`src/rtl/pc_update_unit.sv`:
```
// rtl/pc_update_unit.sv - registered PC with six-way next-PC select, EPC capture and circular return-address stack
module pc_update_unit #(
    parameter int                 WIDTH      = 32,
    parameter int                 JUMP_BITS  = 28,
    parameter int                 RAS_DEPTH  = 4,
    parameter logic [WIDTH-1:0]   RESET_PC   = '0,
    parameter logic [WIDTH-1:0]   EXC_VECTOR = 32'h0000_0080
) (
    input  logic                  clk,
    input  logic                  reset_n,
    input  logic [2:0]            pc_src,
    input  logic                  pc_write,
    input  logic                  pc_write_cond,
    input  logic                  branch_taken,
    input  logic [WIDTH-1:0]      alu_result,
    input  logic [WIDTH-1:0]      alu_out,
    input  logic [JUMP_BITS-1:0]  jump_target,
    input  logic                  exc_req,
    input  logic                  ras_push,
    input  logic [WIDTH-1:0]      ras_push_addr,
    output logic [WIDTH-1:0]      pc,
    output logic [WIDTH-1:0]      epc,
    output logic                  ras_empty,
    output logic                  ras_full,
    output logic                  ras_underflow
);

    localparam int PW = (RAS_DEPTH > 1) ? $clog2(RAS_DEPTH) : 1;
    localparam int CW = $clog2(RAS_DEPTH + 1);
    localparam logic [CW-1:0] DEPTH_C = CW'(RAS_DEPTH);

    logic [WIDTH-1:0] r_pc;
    logic [WIDTH-1:0] r_epc;
    logic [WIDTH-1:0] r_ras [RAS_DEPTH];
    logic [PW-1:0]    r_ptr;
    logic [CW-1:0]    r_count;
    logic             r_underflow;

    logic             w_load;
    logic             w_pop;
    logic             w_push;
    logic             w_empty;
    logic             w_full;
    logic [PW-1:0]    w_top_ptr;
    logic [WIDTH-1:0] w_top;
    logic [WIDTH-1:0] w_pc_next;
    logic [PW-1:0]    w_ptr_next;
    logic [CW-1:0]    w_count_next;
    logic             w_we;
    logic [PW-1:0]    w_waddr;

    // An exception suppresses every other action in the same cycle, RAS included.
    assign w_load    = pc_write | (pc_write_cond & branch_taken);
    assign w_pop     = ~exc_req & w_load & (pc_src == 3'd5);
    assign w_push    = ~exc_req & ras_push;
    assign w_empty   = (r_count == '0);
    assign w_full    = (r_count == DEPTH_C);
    assign w_top_ptr = r_ptr - PW'(1);
    assign w_top     = r_ras[w_top_ptr];

    always_comb begin
        w_pc_next = r_pc;
        if (exc_req) begin
            w_pc_next = EXC_VECTOR;
        end else if (w_load) begin
            case (pc_src)
                3'd0:    w_pc_next = alu_result;
                3'd1:    w_pc_next = alu_out;
                3'd2:    w_pc_next = {r_pc[WIDTH-1:JUMP_BITS], jump_target};
                3'd3:    w_pc_next = EXC_VECTOR;
                3'd4:    w_pc_next = r_epc;
                3'd5:    w_pc_next = w_empty ? r_pc : w_top;
                default: w_pc_next = r_pc;
            endcase
        end
    end

    // r_ptr is the next free slot; the top entry lives at r_ptr-1.
    always_comb begin
        w_ptr_next   = r_ptr;
        w_count_next = r_count;
        w_we         = 1'b0;
        w_waddr      = r_ptr;
        if (w_pop && !w_empty) begin
            if (w_push) begin
                w_we    = 1'b1;
                w_waddr = w_top_ptr;
            end else begin
                w_ptr_next   = w_top_ptr;
                w_count_next = r_count - CW'(1);
            end
        end else if (w_push) begin
            w_we       = 1'b1;
            w_waddr    = r_ptr;
            w_ptr_next = r_ptr + PW'(1);
            if (!w_full) begin
                w_count_next = r_count + CW'(1);
            end
        end
    end

    always_ff @(posedge clk or negedge reset_n) begin
        if (!reset_n) begin
            r_pc        <= RESET_PC;
            r_epc       <= '0;
            r_ptr       <= '0;
            r_count     <= '0;
            r_underflow <= 1'b0;
        end else begin
            r_pc        <= w_pc_next;
            r_ptr       <= w_ptr_next;
            r_count     <= w_count_next;
            r_underflow <= w_pop & w_empty;
            if (exc_req) begin
                r_epc <= r_pc;
            end
        end
    end

    always_ff @(posedge clk) begin
        if (w_we) begin
            r_ras[w_waddr] <= ras_push_addr;
        end
    end

    assign pc            = r_pc;
    assign epc           = r_epc;
    assign ras_empty     = w_empty;
    assign ras_full      = w_full;
    assign ras_underflow = r_underflow;

endmodule

```
`config.mk`:
```
export PLATFORM = sky130hd
export DESIGN_NAME = pc_update_unit
export DESIGN_NICKNAME = d
export VERILOG_FILES = /design/src/rtl/pc_update_unit.sv
export SDC_FILE = /design/constraint.sdc
export NUM_CORES = 1
export LEC_CHECK = 0
export BUFFER_PORTS_ARGS = -buffer_cell sky130_fd_sc_hd__buf_2
export CAP_MARGIN = 20
export CORE_ASPECT_RATIO = 1.1
export CORE_UTILIZATION = 58
export DETAILED_ROUTE_END_ITERATION = 12
export GPL_TIMING_DRIVEN = 0
export HOLD_SLACK_MARGIN = 0.02
export MAX_ROUTING_LAYER = met4
export PLACE_DENSITY = 0.81
export SLEW_MARGIN = 20
export SYNTH_ARGS = -nofsm -noshare
export SYNTH_HDL_FRONTEND = slang
export SYNTH_SLANG_ARGS = --single-unit
```
`constraint.sdc`:
```
create_clock -name clk -period 6.01 [get_ports clk]
set_input_delay 0.3005 -clock clk [delete_from_list [all_inputs] [get_ports clk]]
set_output_delay 0.3005 -clock clk [all_outputs]
set_load 0.1 [all_outputs]
```
==> results of run 1 <==
[cells by family after synthesis]
logic type	Yosys count	share of synthesized area (%)
AO/OA/AOI/OAI	141	12.3
XOR/XNOR	5	0.499
adder cells (fa/ha/maj)	2	0.285
buffers and inverters	50	2.91
flip-flops	198	63.7
multiplexers	97	16.5
AND/OR/NAND/NOR	64	3.83
[cell usage after synthesis, types with 2 or more instances]
master | instances | area share [%]
sky130_fd_sc_hd__xor2_1 | 3 | 0.30
sky130_fd_sc_hd__clkbuf_1 | 20 | 0.86
sky130_fd_sc_hd__nand3b_1 | 2 | 0.17
sky130_fd_sc_hd__o21ai_0 | 39 | 2.2
sky130_fd_sc_hd__o41ai_1 | 2 | 0.20
sky130_fd_sc_hd__ha_1 | 2 | 0.29
sky130_fd_sc_hd__nor2_2 | 2 | 0.14
sky130_fd_sc_hd__a221oi_1 | 55 | 5.5
sky130_fd_sc_hd__buf_4 | 2 | 0.17
sky130_fd_sc_hd__inv_1 | 4 | 0.17
sky130_fd_sc_hd__buf_6 | 4 | 0.51
sky130_fd_sc_hd__nand3_1 | 2 | 0.11
sky130_fd_sc_hd__nand2_1 | 28 | 1.2
sky130_fd_sc_hd__mux4_2 | 32 | 8.2
sky130_fd_sc_hd__a22o_1 | 26 | 2.6
sky130_fd_sc_hd__buf_2 | 13 | 0.74
sky130_fd_sc_hd__nor2_1 | 10 | 0.43
sky130_fd_sc_hd__mux2i_1 | 5 | 0.57
sky130_fd_sc_hd__nor3b_1 | 2 | 0.17
sky130_fd_sc_hd__edfxtp_1 | 128 | 44
sky130_fd_sc_hd__a32o_1 | 4 | 0.46
sky130_fd_sc_hd__nor2b_1 | 2 | 0.14
sky130_fd_sc_hd__nor3_1 | 3 | 0.17
sky130_fd_sc_hd__mux2_2 | 60 | 7.7
sky130_fd_sc_hd__a21o_1 | 2 | 0.17
sky130_fd_sc_hd__xnor2_1 | 2 | 0.20
sky130_fd_sc_hd__a21oi_1 | 5 | 0.29
sky130_fd_sc_hd__buf_1 | 5 | 0.21
sky130_fd_sc_hd__dfrtp_1 | 70 | 20
[worst max-delay path, stage by stage, from the launching register on]
cell and delay (ps):
sky130_fd_sc_hd__dfrtp_1 480, sky130_fd_sc_hd__or3_4 220, sky130_fd_sc_hd__inv_4 50, sky130_fd_sc_hd__o41ai_1 440, sky130_fd_sc_hd__and2_1 200, sky130_fd_sc_hd__nor3b_2 630, sky130_fd_sc_hd__buf_4 310, sky130_fd_sc_hd__buf_6 160
sky130_fd_sc_hd__buf_4 170
[through the flow]
stage          setup slack (ps)  hold slack [ps]  instances
2_1_floorplan              1890             4.91        557
4_1_cts                    3050             67.0        988
3_3_place_gp                144              486        947
6_report                   3050             73.2        993
5_1_grt                    2890             71.4        992
3_5_place_dp               2990              226        955
[report_power, final]
| group | total (uW) | switching (uW) | internal [uW] |
|---|---|---|---|
| combinational | 1370 | 910 | 458 |
| sequential | 1700 | 83.0 | 1620 |
| clock | 1110 | 551 | 555 |
[registers in the layout, indices dropped and copies added, names as in the netlist]
signal,count
r_ptr,2
ras_underflow,1
pc,32
epc,32
r_count,3
r_ras,128
[per-layer routing]
layer | vias up | share of wire [%] | GRT usage, %
met2 | 398 | 50 | 51.5
li1 | 2748 | - | -
met4 | 0 | 3.8 | 15.0
met3 | 70 | 8.5 | 6.51
met1 | 3191 | 38 | 41.0
met5 | - | 0 | -
[worst min path at each step]
| stage | from | to | slack [ps] | depth (start not counted) |
|---|---|---|---|---|
| after floorplan | reset_n | epc[0] | 5 | 0 |
| after global placement | r_count[2] | r_count[2] | 490 | 1 |
| after detailed placement | reset_n | epc[28] | 230 | 1 |
| after CTS | ras_push_addr[16] | r_ras[1][16] | 70 | 1 |
| after global routing | ras_push_addr[23] | r_ras[3][23] | 70 | 1 |
| final | ras_push_addr[23] | r_ras[3][23] | 70 | 1 |
[cell type report]
class / instances / area [sq um] / area share, %
Antenna cell: 5 / 12.5 / 0.116
Buffer: 45 / 234 / 2.17
Clock buffer: 17 / 425 / 3.94
Clock inverter: 15 / 158 / 1.46
Inverter: 5 / 21.3 / 0.197
Multi-Input combinational cell: 309 / 2960 / 27.4
Sequential cell: 198 / 5600 / 51.9
Tap cell: 192 / 240 / 2.23
Timing Repair Buffer: 207 / 1150 / 10.6
[what timing repair did]
action                                  in CTS  in global routing
endpoints found under the setup margin       0                  0
resized for setup                            0                  0
hold buffers                                 1                  0
endpoints found under the hold margin       20                  0
==> PnR_summary.wiki, run 1 <==
{| class="wikitable"
! Metric !! Value
|-
| Result of the run || completed
|-
| Area after DPL || 10200 sq um
|-
| CTS tree || built
|-
| Leading cell types in the layout, fill and taps excluded || sky130_fd_sc_hd__buf_2 (210), sky130_fd_sc_hd__edfxtp_1 (128), sky130_fd_sc_hd__dfrtp_1 (70), sky130_fd_sc_hd__mux2_2 (60), sky130_fd_sc_hd__a221oi_1 (55)
|-
| Pins over their slew limit || 0
|-
| Total Neg Setup Slack || 0 ps
|-
| Capture point of the worst path || r_ras[0][13]
|-
| Initial Util || 60.0%
|-
| Combined area of all synthesized cells || 8780 sq um
|-
| Total track usage || 32.5%
|-
| Detailed-route wire length per cell || 24.3 um
|-
| Count of endpoints failing setup in the final report || 0
|-
| TritonCTS Buffers || 17
|-
| Highest ir drop seen on vdd || 0.000269 V
|-
| Type of destination of the critical path || flip-flop
|-
| Reg2reg start || r_count[1]
|-
| Total clock sinks || 198
|-
| Die ar. || 15600 sq um
|-
| Arrival time worst endpoint || 3120 ps
|-
| Number of nets in the layout || 919
|-
| Worst-path fanout max || 8
|-
| Required time of the worst setup path || 6160 ps
|-
| Detailed-route vias per instance || 6.45
|-
| R2r setup slk || 3050 ps
|-
| Timing-limited maximum frequency || 337 MHz
|-
| Residual overflow from global routing || 0
|-
| Total Power || 4170 uW
|-
| Detailed-routing iteration count for the pre-antenna-repair pass || 6
|-
| Core ar. || 14600 sq um
|-
| Average size of a mapped cell || 15.8 sq um
|-
| Clock skew after layout || 8.71 ps
|-
| Max Root-Sink Buffers || 2
|-
| RSZ-0062 raised after global routing || no
|-
| Transition time at the pin with the least slew margin || 888 ps
|-
| Die Y || 131 um
|-
| Final Wtd Congestion || 0.944
|-
| Crit start category || flip-flop
|-
| Vias post-DR || 6407
|-
| Count of fill cells added during filler insertion || 927
|-
| Post-synth ARST share || 35.4%
|-
| Startpoint of the most critical setup path || r_count[1]
|-
| Reg-to-Reg End || r_ras[0][13]
|-
| Die Span X || 119 um
|-
| Minimum clock period || 2960 ps
|-
| Maximum level of the CTS H-tree || 4
|-
| Root Driver || sky130_fd_sc_hd__clkbuf_16
|-
| Fraction of layout cells with a size suffix above 1 || 45.1%
|-
| Number of antenna-violating nets in the routed design || 0
|-
| Antenna violations before repair || 4
|-
| Tcrit/Tclk final || 49.3%
|-
| Clock latency on the worst-skew pair || 440 ps
|-
| Worst-case headroom to the max-slew limit || 40.8%
|-
| Leakage power summed over all cells || 0.00440 uW
|-
| Synthesized net count || 693
|-
| Crit Path Class || reg -> reg
|-
| Largest net degree at the start of global routing || 51
|-
| Std-Cell Rows || 46
|-
| Most frequent standard cell in the layout excluding fill and tap cells || sky130_fd_sc_hd__buf_2
|-
| Routed WL || 24200 um
|-
| Path type of the worst min-delay path || in -> reg
|-
| I/O Buffers || 198
|-
| Drt initial violations || 666
|-
| Main synth FF type || sky130_fd_sc_hd__edfxtp_1
|-
| Depth of the worst register-to-register path || 8
|-
| Clock-pin slew on the worst setup and hold paths || 70 ps
|-
| Detailed Place HPWL || 17400 um
|-
| Pwr per Cell Area || 387 nW/um^2
|-
| Area delta synth->final || 22.9%
|-
| Distinct cell type count of the synthesized netlist || 52
|-
| Buffers inserted by post-CTS timing repair || 0
|-
| Count of unresolved DRC violations after routing || 0
|-
| FF+latch count, synth || 198
|-
| Ports placed on the boundary || 201
|-
| Count of maximum capacitance violations || 0
|-
| Wire length of the first global-routing pass || 35900 um
|-
| Count of synthesis-stage warnings from yosys || 0
|-
| Number of standard cells after synthesis || 557
|-
| Register area share after synthesis || 63.7%
|-
| Final-report hold violation count || 0
|-
| Final core utilization || 73.8%
|-
| Via count of the first global-routing pass || 6294
|-
| Count of flip-flops with a built-in enable after synthesis || 128
|-
| Area of all placed cells without fillers || 10800 sq um
|}
(Power assumes the default switching activity.)
==> run 2, diff against run 1 <==
ABC_AREA = 1   (was unset)
CORE_UTILIZATION = 54   (was 58)
PLACE_DENSITY = 0.76   (was 0.81)
clock period = 3 ns   (was 6.01 ns; I/O delays follow)
==> PnR_summary.wiki, run 2 <==
{| class="wikitable"
! Metric !! Value
|-
| Number of antenna-violating nets in the routed design || 0 (unchanged)
|-
| Worst-case headroom to the max-slew limit || 51.0% (was 40.8%)
|-
| Synthesized net count || 1066 (was 693)
|-
| Most frequent standard cell in the layout excluding fill and tap cells || sky130_fd_sc_hd__nand2_1 (was sky130_fd_sc_hd__buf_2)
|-
| Most common cell in the synthesized netlist || sky130_fd_sc_hd__nand2_1 (was sky130_fd_sc_hd__edfxtp_1)
|-
| FF+latch count, synth || 198 (unchanged)
|-
| Buffers inserted by post-CTS timing repair || 0 (unchanged)
|-
| Count of endpoints failing setup in the final report || 0 (unchanged)
|-
| Distinct cell type count of the synthesized netlist || 23 (was 52)
|-
| Minimum clock period || 2660 ps (was 2960 ps)
|-
| Main synth FF type || sky130_fd_sc_hd__edfxtp_1 (unchanged)
|-
| Combined area of all synthesized cells || 8700 sq um (was 8780 sq um)
|-
| Routed length on met2 || 11800 um (was 12000 um)
|-
| Max Root-Sink Buffers || 2 (unchanged)
|-
| Type of destination of the critical path || flip-flop (unchanged)
|-
| Std-Cell Rows || 48 (was 46)
|-
| Area of all placed cells without fillers || 11200 sq um (was 10800 sq um)
|-
| Ports placed on the boundary || 201 (unchanged)
|-
| Area share of the largest cell type after synthesis || 44.2% (was 43.8%)
|-
| Path type of the worst min-delay path || in -> reg (unchanged)
|-
| Cell with the most instances on the worst path || sky130_fd_sc_hd__nand2_1 (was sky130_fd_sc_hd__buf_4)
|-
| Flip-flop count of the largest register, all copies and words added || 128 (unchanged)
|-
| Met3 Wirelength || 2130 um (was 2050 um)
|-
| Count of maximum capacitance violations || 0 (unchanged)
|-
| Root Driver || sky130_fd_sc_hd__clkbuf_16 (unchanged)
|-
| Most instantiated cells after synthesis || sky130_fd_sc_hd__nand2_1 (420), sky130_fd_sc_hd__edfxtp_1 (128), sky130_fd_sc_hd__o21ai_0 (74), sky130_fd_sc_hd__dfrtp_1 (70), sky130_fd_sc_hd__a21oi_1 (63) (was sky130_fd_sc_hd__edfxtp_1 (128), sky130_fd_sc_hd__dfrtp_1 (70), sky130_fd_sc_hd__mux2_2 (60), sky130_fd_sc_hd__a221oi_1 (55), sky130_fd_sc_hd__o21ai_0 (39))
|-
| Core ar. || 15700 sq um (was 14600 sq um)
|-
| Slowest CP cell || sky130_fd_sc_hd__nor2_4 (was sky130_fd_sc_hd__nor3b_2)
|-
| Residual overflow from global routing || 0 (unchanged)
|-
| Ant. Diodes || 0 (was 5)
|-
| Pwr per Cell Area || 785 nW/um^2 (was 387 nW/um^2)
|-
| RSZ-0062 raised after global routing || no (unchanged)
|-
| Area delta synth->final || 28.3% (was 22.9%)
|-
| Arrival time worst endpoint || 2790 ps (was 3120 ps)
|-
| Detailed Place HPWL || 17000 um (was 17400 um)
|-
| Leading cell types in the layout, fill and taps excluded || sky130_fd_sc_hd__nand2_1 (420), sky130_fd_sc_hd__buf_2 (214), sky130_fd_sc_hd__edfxtp_1 (128), sky130_fd_sc_hd__o21ai_0 (74), sky130_fd_sc_hd__dfrtp_1 (70) (was sky130_fd_sc_hd__buf_2 (210), sky130_fd_sc_hd__edfxtp_1 (128), sky130_fd_sc_hd__dfrtp_1 (70), sky130_fd_sc_hd__mux2_2 (60), sky130_fd_sc_hd__a221oi_1 (55))
|-
| R2r setup slk || 340 ps (was 3050 ps)
|-
| Largest net degree at the start of global routing || 49 (was 51)
|-
| Count of unresolved DRC violations after routing || 0 (unchanged)
|-
| Detailed-route vias per instance || 5.37 (was 6.45)
|-
| Initial Util || 55.3% (was 60.0%)
|-
| Area after DPL || 10100 sq um (was 10200 sq um)
|-
| Detailed-route wire length per cell || 17.2 um (was 24.3 um)
|-
| Die Span X || 123 um (was 119 um)
|-
| Vias post-DR || 7556 (was 6407)
|-
| Clock skew after layout || 12.4 ps (was 8.71 ps)
|-
| Worst-path fanout max || 20 (was 8)
|-
| CTS tree || built (unchanged)
|-
| Drt initial violations || 796 (was 666)
|-
| Post-synth ARST share || 35.4% (unchanged)
|-
| Total Neg Setup Slack || 0 ps (unchanged)
|-
| Required time of the worst setup path || 3130 ps (was 6160 ps)
|-
| Count of synthesis-stage warnings from yosys || 0 (unchanged)
|-
| Antenna violations before repair || 0 (was 4)
|-
| M1 wire length || 9700 um (was 9200 um)
|-
| Leakage power summed over all cells || 0.00525 uW (was 0.00440 uW)
|-
| Largest area contributor in the netlist || sky130_fd_sc_hd__edfxtp_1 (unchanged)
|-
| Register area share after synthesis || 64.3% (was 63.7%)
|-
| Timing-limited maximum frequency || 376 MHz (was 337 MHz)
|-
| Count of flip-flops with a built-in enable after synthesis || 128 (unchanged)
|-
| Via count of the first global-routing pass || 7061 (was 6294)
|-
| Ranking of synthesized cells by area || sky130_fd_sc_hd__edfxtp_1 (44%), sky130_fd_sc_hd__dfrtp_1 (20%), sky130_fd_sc_hd__nand2_1 (18%), sky130_fd_sc_hd__o21ai_0 (4.3%), sky130_fd_sc_hd__a21oi_1 (3.6%) (was sky130_fd_sc_hd__edfxtp_1 (44%), sky130_fd_sc_hd__dfrtp_1 (20%), sky130_fd_sc_hd__mux4_2 (8.2%), sky130_fd_sc_hd__mux2_2 (7.7%), sky130_fd_sc_hd__a221oi_1 (5.5%))
|-
| Total clock sinks || 198 (unchanged)
|-
| Number of nets in the layout || 1331 (was 919)
|-
| Number of standard cells after synthesis || 930 (was 557)
|-
| Average size of a mapped cell || 9.36 sq um (was 15.8 sq um)
|-
| Tcrit/Tclk final || 88.8% (was 49.3%)
|-
| Register with the highest flop count || r_ras (unchanged)
|-
| Fraction of layout cells with a size suffix above 1 || 23.2% (was 45.1%)
|-
| Pins over their slew limit || 0 (unchanged)
|-
| Result of the run || completed (unchanged)
|-
| Count of fill cells added during filler insertion || 1213 (was 927)
|-
| Final Wtd Congestion || 0.902 (was 0.944)
|-
| Die ar. || 16600 sq um (was 15600 sq um)
|-
| Wire length of the first global-routing pass || 36600 um (was 35900 um)
|-
| Post_cts resized || 0 (unchanged)
|-
| Transition time at the pin with the least slew margin || 734 ps (was 888 ps)
|-
| Clock-pin slew on the worst setup and hold paths || 70 ps (about the same)
|-
| TritonCTS Buffers || 17 (unchanged)
|-
| Routed WL || 24200 um (about the same)
|-
| Crit start category || flip-flop (unchanged)
|-
| Clock latency on the worst-skew pair || 430 ps (was 440 ps)
|-
| Area occupied by registers || 5600 sq um (unchanged)
|-
| Sequence of cells on the critical path || buf_4 -> inv_1 -> nor2_1 -> buf_4 -> inv_2 -> nand2_1 -> nand2_1 -> o21ai_0 -> nand2_1 -> o21ai_1 -> nand2_1 -> nor2_4 -> buf_16 (was or3_4 -> inv_4 -> o41ai_1 -> and2_1 -> nor3b_2 -> buf_4 -> buf_6 -> buf_4)
|-
| Maximum level of the CTS H-tree || 4 (unchanged)
|-
| Crit Path Class || reg -> reg (unchanged)
|-
| Highest ir drop seen on vdd || 0.000417 V (was 0.000269 V)
|-
| Multi-input gate area in the final layout || 2770 sq um (was 2960 sq um)
|-
| CP max stage delay || 460 ps (was 630 ps)
|-
| Detailed-routing iteration count for the pre-antenna-repair pass || 5 (was 6)
|-
| Highest signal layer in the routed design || met4 (unchanged)
|-
| Die Y || 135 um (was 131 um)
|-
| Final-report hold violation count || 0 (unchanged)
|-
| Total track usage || 30.8% (was 32.5%)
|-
| I/O Buffers || 198 (unchanged)
|}
==> run 2: cell count changes in the layout (fill, tap and decap cells not counted), moves of 35 or more <==
cell and change:
sky130_fd_sc_hd__nand2_1 +392, sky130_fd_sc_hd__a21oi_1 +60, sky130_fd_sc_hd__mux2_2 -60, sky130_fd_sc_hd__a221oi_1 -55, sky130_fd_sc_hd__dlygate4sd3_1 +42, sky130_fd_sc_hd__nand3_1 +36
sky130_fd_sc_hd__o21ai_0 +35
==> run 2: area by class of cell <==
cell class | instances | area share (%)
sequential | 198 | 50.1
multi-input combinational | 645 | 24.8
timing repair buffer | 246 | 13.9
clock buffer | 18 | 3.85
tap | 200 | 2.24
buffer | 42 | 1.85
clock inverter | 14 | 1.76
inverter | 45 | 1.51
==> run 2: per-stage QoR <==
step	instances	util, %	hold WS [ps]	setup slack [ps]	total power, uW
CTS	1408	70.9	21.3	341	8780
detailed placement	1333	64.2	68.6	373	6320
global placement	1328	63.2	363	-1040	6210
global route	1408	70.9	37.5	87.9	9140
floorplan	930	-	-146	33.1	5510
finish	1408	70.9	36.8	337	8760
==> run 2: kinds of logic (layout without fill, tap and decap cells) <==
family	Yosys count	in the layout	synth area share, %
XOR/XNOR	4	4	0.403
AND/OR/NAND/NOR	499	499	22.6
adder cells (fa/ha/maj)	2	2	0.288
buffers and inverters	87	365	4.31
flip-flops	198	198	64.3
AO/OA/AOI/OAI	140	140	8.05
==> run 2: timing repair <==
item / 4_1_cts / 5_1_grt
hold endpoints to repair: 206 / 0
hold buffers: 43 / 0
setup endpoints to repair: 0 / 0
==> run 2: path summary, 6_finish.rpt <==
check / from / endpoint / cells past startpoint
min in group asynchronous: reset_n / epc[16] / 2
worst max-delay path: r_ptr[0] / r_ras[1][4] / 13
worst min register to register: pc[18] / epc[18] / 2
max in group asynchronous: reset_n / pc[6] / 3
worst min-delay path: alu_out[23] / pc[23] / 5
worst max register to register: r_ptr[0] / r_ras[1][4] / 13
==> run 2: per-layer routing <==
| layer | up-vias | track usage, % |
|---|---|---|
| met5 | - | - |
| met4 | 0 | 11.2 |
| met3 | 42 | 5.85 |
| met2 | 378 | 49.0 |
| met1 | 3544 | 39.6 |
| li1 | 3592 | - |
==> run 2: report_power, final <==
part	switching (uW)	total (uW)	internal (uW)	leakage, uW
clock network	1010	2410	1410	0.000295
registers	169	3420	3250	0.00208
logic	2240	2930	687	0.00288
total	3420	8760	5340	0.00525
==> run 2: worst max-delay path, delay by kind of cell (launching register included) <==
family	cells	cell delay (ps)
flip-flops	1	330
AND/OR/NAND/NOR	6	970
buffers and inverters	5	730
AO/OA/AOI/OAI	2	320
